`src/rtl/seg_adder_pipe.sv`:
```
// Pipelined segmented adder/subtractor. Operands are split into N_LIMB limbs;
// stage 0 adds every limb independently, then stage k ripples the carry of
// limb k-1 into limb k. Each transaction carries its own segment layout down
// the pipe, so segment width can change on every accepted input.
module seg_adder_pipe #(
   parameter int unsigned W_LIMB  = 32,
   parameter int unsigned N_LIMB  = 8,
   parameter int unsigned W_TOTAL = W_LIMB * N_LIMB,
   parameter int unsigned W_SEL   = $clog2($clog2(N_LIMB) + 1)
) (
   input  logic               clk_i,
   input  logic               rst_i,
   input  logic               valid_i,
   output logic               ready_o,
   input  logic [W_TOTAL-1:0] a_i,
   input  logic [W_TOTAL-1:0] b_i,
   input  logic               sub_i,
   input  logic [W_SEL-1:0]   seg_sel_i,
   output logic               valid_o,
   input  logic               ready_i,
   output logic [W_TOTAL-1:0] sum_o,
   output logic [N_LIMB-1:0]  cout_o
);

   // Bit j set when limb j opens a segment of 2**seg limbs. An oversized seg
   // gives a mask covering every limb index, so only limb 0 starts a segment,
   // which is exactly the clamp to a full-width segment.
   function automatic logic [N_LIMB-1:0] start_of(input logic [W_SEL-1:0] seg);
      logic [N_LIMB-1:0] v;
      logic [31:0]       m;
      m = (32'd1 << seg) - 32'd1;
      for (int j = 0; j < N_LIMB; j++) begin
         v[j] = ((32'(j) & m) == 32'd0);
      end
      return v;
   endfunction

   // Per-stage state: valid, limb data, sticky per-limb carries, segment starts
   logic                          vld_q  [N_LIMB];
   logic                          vld_d  [N_LIMB];
   logic [N_LIMB-1:0][W_LIMB-1:0] limb_q [N_LIMB];
   logic [N_LIMB-1:0][W_LIMB-1:0] limb_d [N_LIMB];
   logic [N_LIMB-1:0]             cy_q   [N_LIMB];
   logic [N_LIMB-1:0]             cy_d   [N_LIMB];
   logic [N_LIMB-1:0]             st_q   [N_LIMB];
   logic [N_LIMB-1:0]             st_d   [N_LIMB];

   logic                          en;
   logic [N_LIMB-1:0]             st_in;
   logic [W_LIMB-1:0]             b_op;
   logic [W_LIMB:0]               sum0;
   logic [W_LIMB:0]               inc;

   assign en      = !vld_q[N_LIMB-1] | ready_i;
   assign ready_o = en;
   assign valid_o = vld_q[N_LIMB-1];
   assign sum_o   = limb_q[N_LIMB-1];
   // Limb k ends a segment when limb k+1 starts one; the top limb always ends one
   assign cout_o  = cy_q[N_LIMB-1] & {1'b1, st_q[N_LIMB-1][N_LIMB-1:1]};

   // Next-state for all stages: limb-parallel add in stage 0, one carry hop per later stage
   always_comb begin
      st_in = start_of(seg_sel_i);
      b_op  = '0;
      sum0  = '0;
      inc   = '0;

      // Bubbles enter as all-zero so an idle pipe shows sum_o=0, cout_o=0
      vld_d[0]  = valid_i;
      limb_d[0] = '0;
      cy_d[0]   = '0;
      st_d[0]   = '0;
      if (valid_i) begin
         st_d[0] = st_in;
         for (int j = 0; j < N_LIMB; j++) begin
            b_op = sub_i ? ~b_i[j*W_LIMB +: W_LIMB] : b_i[j*W_LIMB +: W_LIMB];
            // Two's-complement +1 is injected only at the segment's lowest limb
            sum0 = {1'b0, a_i[j*W_LIMB +: W_LIMB]} + {1'b0, b_op}
                   + {{W_LIMB{1'b0}}, sub_i & st_in[j]};
            limb_d[0][j] = sum0[W_LIMB-1:0];
            cy_d[0][j]   = sum0[W_LIMB];
         end
      end

      for (int k = 1; k < N_LIMB; k++) begin
         vld_d[k]  = vld_q[k-1];
         limb_d[k] = limb_q[k-1];
         cy_d[k]   = cy_q[k-1];
         st_d[k]   = st_q[k-1];
         if (!st_q[k-1][k]) begin
            // Carry of limb k-1 is final here: it was resolved by stage k-1
            inc = {1'b0, limb_q[k-1][k]} + {{W_LIMB{1'b0}}, cy_q[k-1][k-1]};
            limb_d[k][k] = inc[W_LIMB-1:0];
            cy_d[k][k]   = cy_q[k-1][k] | inc[W_LIMB];
         end
      end
   end

   // Stage registers: cleared on reset, all advance together when en, else hold
   always_ff @(posedge clk_i) begin
      if (rst_i) begin
         for (int k = 0; k < N_LIMB; k++) begin
            vld_q[k]  <= 1'b0;
            limb_q[k] <= '0;
            cy_q[k]   <= '0;
            st_q[k]   <= '0;
         end
      end else if (en) begin
         for (int k = 0; k < N_LIMB; k++) begin
            vld_q[k]  <= vld_d[k];
            limb_q[k] <= limb_d[k];
            cy_q[k]   <= cy_d[k];
            st_q[k]   <= st_d[k];
         end
      end
   end

endmodule

```
`config.mk`:
```
export PLATFORM = sky130hd
export DESIGN_NAME = seg_adder_pipe
export DESIGN_NICKNAME = d
export VERILOG_FILES = /design/src/rtl/seg_adder_pipe.sv
export SDC_FILE = /design/constraint.sdc
export NUM_CORES = 2
export LEC_CHECK = 0
export BUFFER_PORTS_ARGS = -buffer_cell sky130_fd_sc_hd__buf_4
export CELL_PAD_IN_SITES_DETAIL_PLACEMENT = 0
export CELL_PAD_IN_SITES_GLOBAL_PLACEMENT = 2
export CORE_UTILIZATION = 30
export CTS_BUF_LIST = sky130_fd_sc_hd__clkbuf_16
export CTS_CLUSTER_SIZE = 8
export DETAILED_ROUTE_END_ITERATION = 16
export PLACE_DENSITY = 0.61
export SYNTH_ARGS = -nofsm -noshare
export SYNTH_HDL_FRONTEND = slang
export SYNTH_SLANG_ARGS = --single-unit
```
`constraint.sdc`:
```
create_clock -name clk_i -period 57.6 [get_ports clk_i]
set_clock_uncertainty 0.1 [all_clocks]
set_input_delay 0 -clock clk_i [delete_from_list [all_inputs] [get_ports clk_i]]
set_output_delay 0 -clock clk_i [all_outputs]
set_load 0.02 [all_outputs]
```
==> reports/qor.csv <==
stage,metric,value,unit
run_status,status,completed,
synth,"count leader, synth",edfxtp_1,
place,# port buffers,784,
sta,max-slew violations,0,
critical_path,Worst setup SP type,input pin,
clocking,Sink Count,2152,
grt,all-layer global routing usage,14.3,%
clocking,CTS buffer count,309,
power,Leak Pwr,0.0520,uW
drt,Post-Route WL,243000,um
sta,worst-margin pin slew,1.14,ns
grt,initial antenna violation count,41,
power,Clock Power Share,41.5,%
grt,first-pass GRT wire length,363000,um
finish,area delta synth->final,25.7,%
synth,Post-Syn Instances,7400,
power,Switching Fraction,22.9,%
drt,vias per cell,4.34,
synth,Seq cells post-synth,2152,
grt,largest net degree at the start of global routing,187,
drt,DR vias,57403,
floorplanning,Site Rows,210,
drt,Residual DRC,0,
synth,Synth area leader,edfxtp_1,
grt,vias in the first global route,58672,
finish,layout cell share with drive strength beyond 1,13.9,%
place,post-DP HPWL,170000,um
synth,Post-synth ARST share,0,%
sta,headroom to the max-slew limit,23.7,%
place,RD Place Congestion,0.878,
clocking,CTS HTree Levels,5,
clocking,TritonCTS clock tree,yes,
sta,f_max,0.169,GHz
floorplanning,chip height,575,um
drt,ANT nets after route,0,
clocking,maximum clock insertion buffer count,4,
power,Seq pwr share,46.0,%
power,pwr dens,31.2,nW/um2
drt,WL per Instance,18.4,um
critical_path,crit path DAT,6.41,ns
floorplanning,core area,327000,um2
floorplanning,Initial Util,30.1,%
clocking,Resized cells post-CTS,0,
critical_path,CP Capture Type,flop,
synth,top cell type's share of synthesized area,65.6,%
power,Comb power frac,12.5,%
drt,DR pass1 iterations,10,
power,switching pwr,884,uW
finish,filler cell count,31585,
flow_run,max_cap viols,0,
sta,# setup viols final,0,
grt,gr ovfl total,0,
drt,Iteration-0 DRC Markers,3177,
clocking,Worst-path clk slew,0.05,ns
synth,synthesized area,98500,um2
synth,Yosys Warn Count,0,
critical_path,"Req. time, crit path",58.10,ns
sta,post-route clock period utilization,10.3,%
power,internal power,2980,uW
clocking,CTS root buf,clkbuf_16,
floorplanning,Die Area,331000,um2
synth,Commonest cells post-synth,"edfxtp_1 (2152), and2_1 (1207), nor2_1 (548)",
floorplanning,chip width,575,um
sta,Fin Setup TNS,0,ns
synth,"Seq/Total Area, Yosys",65.6,%
clocking,Worst-Skew Late Latency,0.90,ns
hold_path,Hold Crit Class,in2reg,
finish,# nets final,9614,
floorplanning,io pins,785,
sta,Hold Fails Final Rpt,0,
finish,Post-Route Utilization,37.9,%
synth,Post-synth EDFFs,2152,
sta,RSZ-0062 raised after global routing,false,
synth,Synth cell types,90,
synth,top_reg_cell synth,edfxtp_1,
sta,fin crit period,5.92,ns
critical_path,CP Class,in2reg,
synth,synth top area cells,"edfxtp_1 (66%), and2_1 (7.7%), xor2_1 (4.3%)",
power,peak supply drop,17.6,uV
critical_path,crit path max fanout,42,
synth,Mean Syn Cell Area,13.3,um2
synth,net count after synthesis,8196,
-- through the flow --
| stage | power (uW) | instance area (um2) | cells | setup WS (ns) | hold WS [ns] |
|---|---|---|---|---|---|
| 3_3_place_gp | 2160 | 107000 | 12035 | 51.76 | 0.298 |
| 3_5_place_dp | 2160 | 107000 | 12035 | 51.48 | 0.299 |
| 4_1_cts | 3930 | 124000 | 13203 | 51.42 | 0.00169 |
| 2_1_floorplan | 2040 | 98500 | 7400 | 29.56 | 0.0851 |
| 6_report | 3860 | 124000 | 13216 | 51.68 | 0.0785 |
| 5_1_grt | 4030 | 124000 | 13211 | 50.91 | 0.0577 |
-- critical path, cell delays in order --
cell and delay [ns]:
buf_8 0.20, buf_4 0.41, buf_4 0.56, buf_4 0.65, xor2_1 0.17, ha_1 0.34, dlygate4sd3_1 0.59, nor2b_1 0.22
o2111ai_1 0.16, a21boi_1 0.31, a221oi_1 0.20, o311ai_2 0.58, a211oi_1 0.16, o21ba_2 0.26, o211ai_1 0.15, dlygate4sd3_1 0.58
xnor2_1 0.11, dlygate4sd3_1 0.56, nor2_1 0.04
-- cell type report --
class,count,area (um2),share of cell area [%]
well taps,4346,5440,4.39
inverters,69,259,0.209
diodes,12,30.0,0.0242
clock inverters,37,445,0.360
multi-input cells,4625,30600,24.7
flip-flops and latches,2152,64600,52.2
clock buffers,314,7860,6.34
repair buffers,1661,14600,11.8
-- timing repair --
item,4_1_cts,5_1_grt
endpoints found under the hold margin,404,0
setup buffers,0,0
hold buffers,817,0
-- layout by cell type (no fill, tap or decap), types with 37 or more instances in the layout --
master,instances
or3_1,41
nor2_1,548
nor2b_1,525
xnor2_1,151
nand3_1,104
nand2_1,219
dlygate4sd3_1,817
xor2_1,482
clkbuf_16,314
and2_1,1207
a21o_1,146
a31oi_1,41
a21oi_1,232
buf_4,837
edfxtp_1,2152
and3_1,70
ha_1,262
nand2b_1,37
inv_1,77
nand4_1,56
nor3_1,52
o21ai_0,138
-- sequential cells by signal, indices dropped and copies added (netlist names) --
name,flops
cy_q,64
limb_q,2048
st_q,37
vld_q,3
-- kinds of logic after synthesis --
family / count (synthesis) / share of synthesized area [%]
AO/OA/AOI/OAI: 777 / 5.13
multiplexers: 17 / 0.176
XOR/XNOR: 633 / 5.63
buffers and inverters: 623 / 3.37
AND/OR/NAND/NOR: 2921 / 16.5
adder cells (fa/ha/maj): 277 / 3.63
flip-flops: 2152 / 65.6
-- path summary, 6_finish.rpt --
kind / end / startpoint / cells past startpoint / slack [ns]
worst max-delay path: limb_q[0][190] / sub_i / 19 / 51.68
worst min-delay path: limb_q[0][230] / b_i[229] / 6 / 0.08
worst max register to register: limb_q[0][521] / vld_q[1][3] / 8 / 51.90
worst min register to register: limb_q[0][923] / limb_q[0][667] / 1 / 0.38
-- routing by layer --
| metal | share of wire, % | track usage [%] | wire length, um |
|---|---|---|---|
| met3 | 3.5 | 2.29 | 8620 |
| met2 | 48 | 24.4 | 117000 |
| met4 | 4.7 | 6.65 | 11300 |
| met1 | 43 | 17.7 | 106000 |
| met5 | 0 | 0 | 0 |
-- power groups by stage --
| stage | registers (uW) | logic [uW] | clock network (uW) |
|---|---|---|---|
| after floorplan | 1800 | 238 | 0 |
| after global placement | 1810 | 359 | 0 |
| after detailed placement | 1810 | 358 | 0 |
| after CTS | 1780 | 487 | 1670 |
| after global routing | 1780 | 531 | 1720 |
| final | 1780 | 483 | 1600 |
Power figures use the tool's default switching activity.
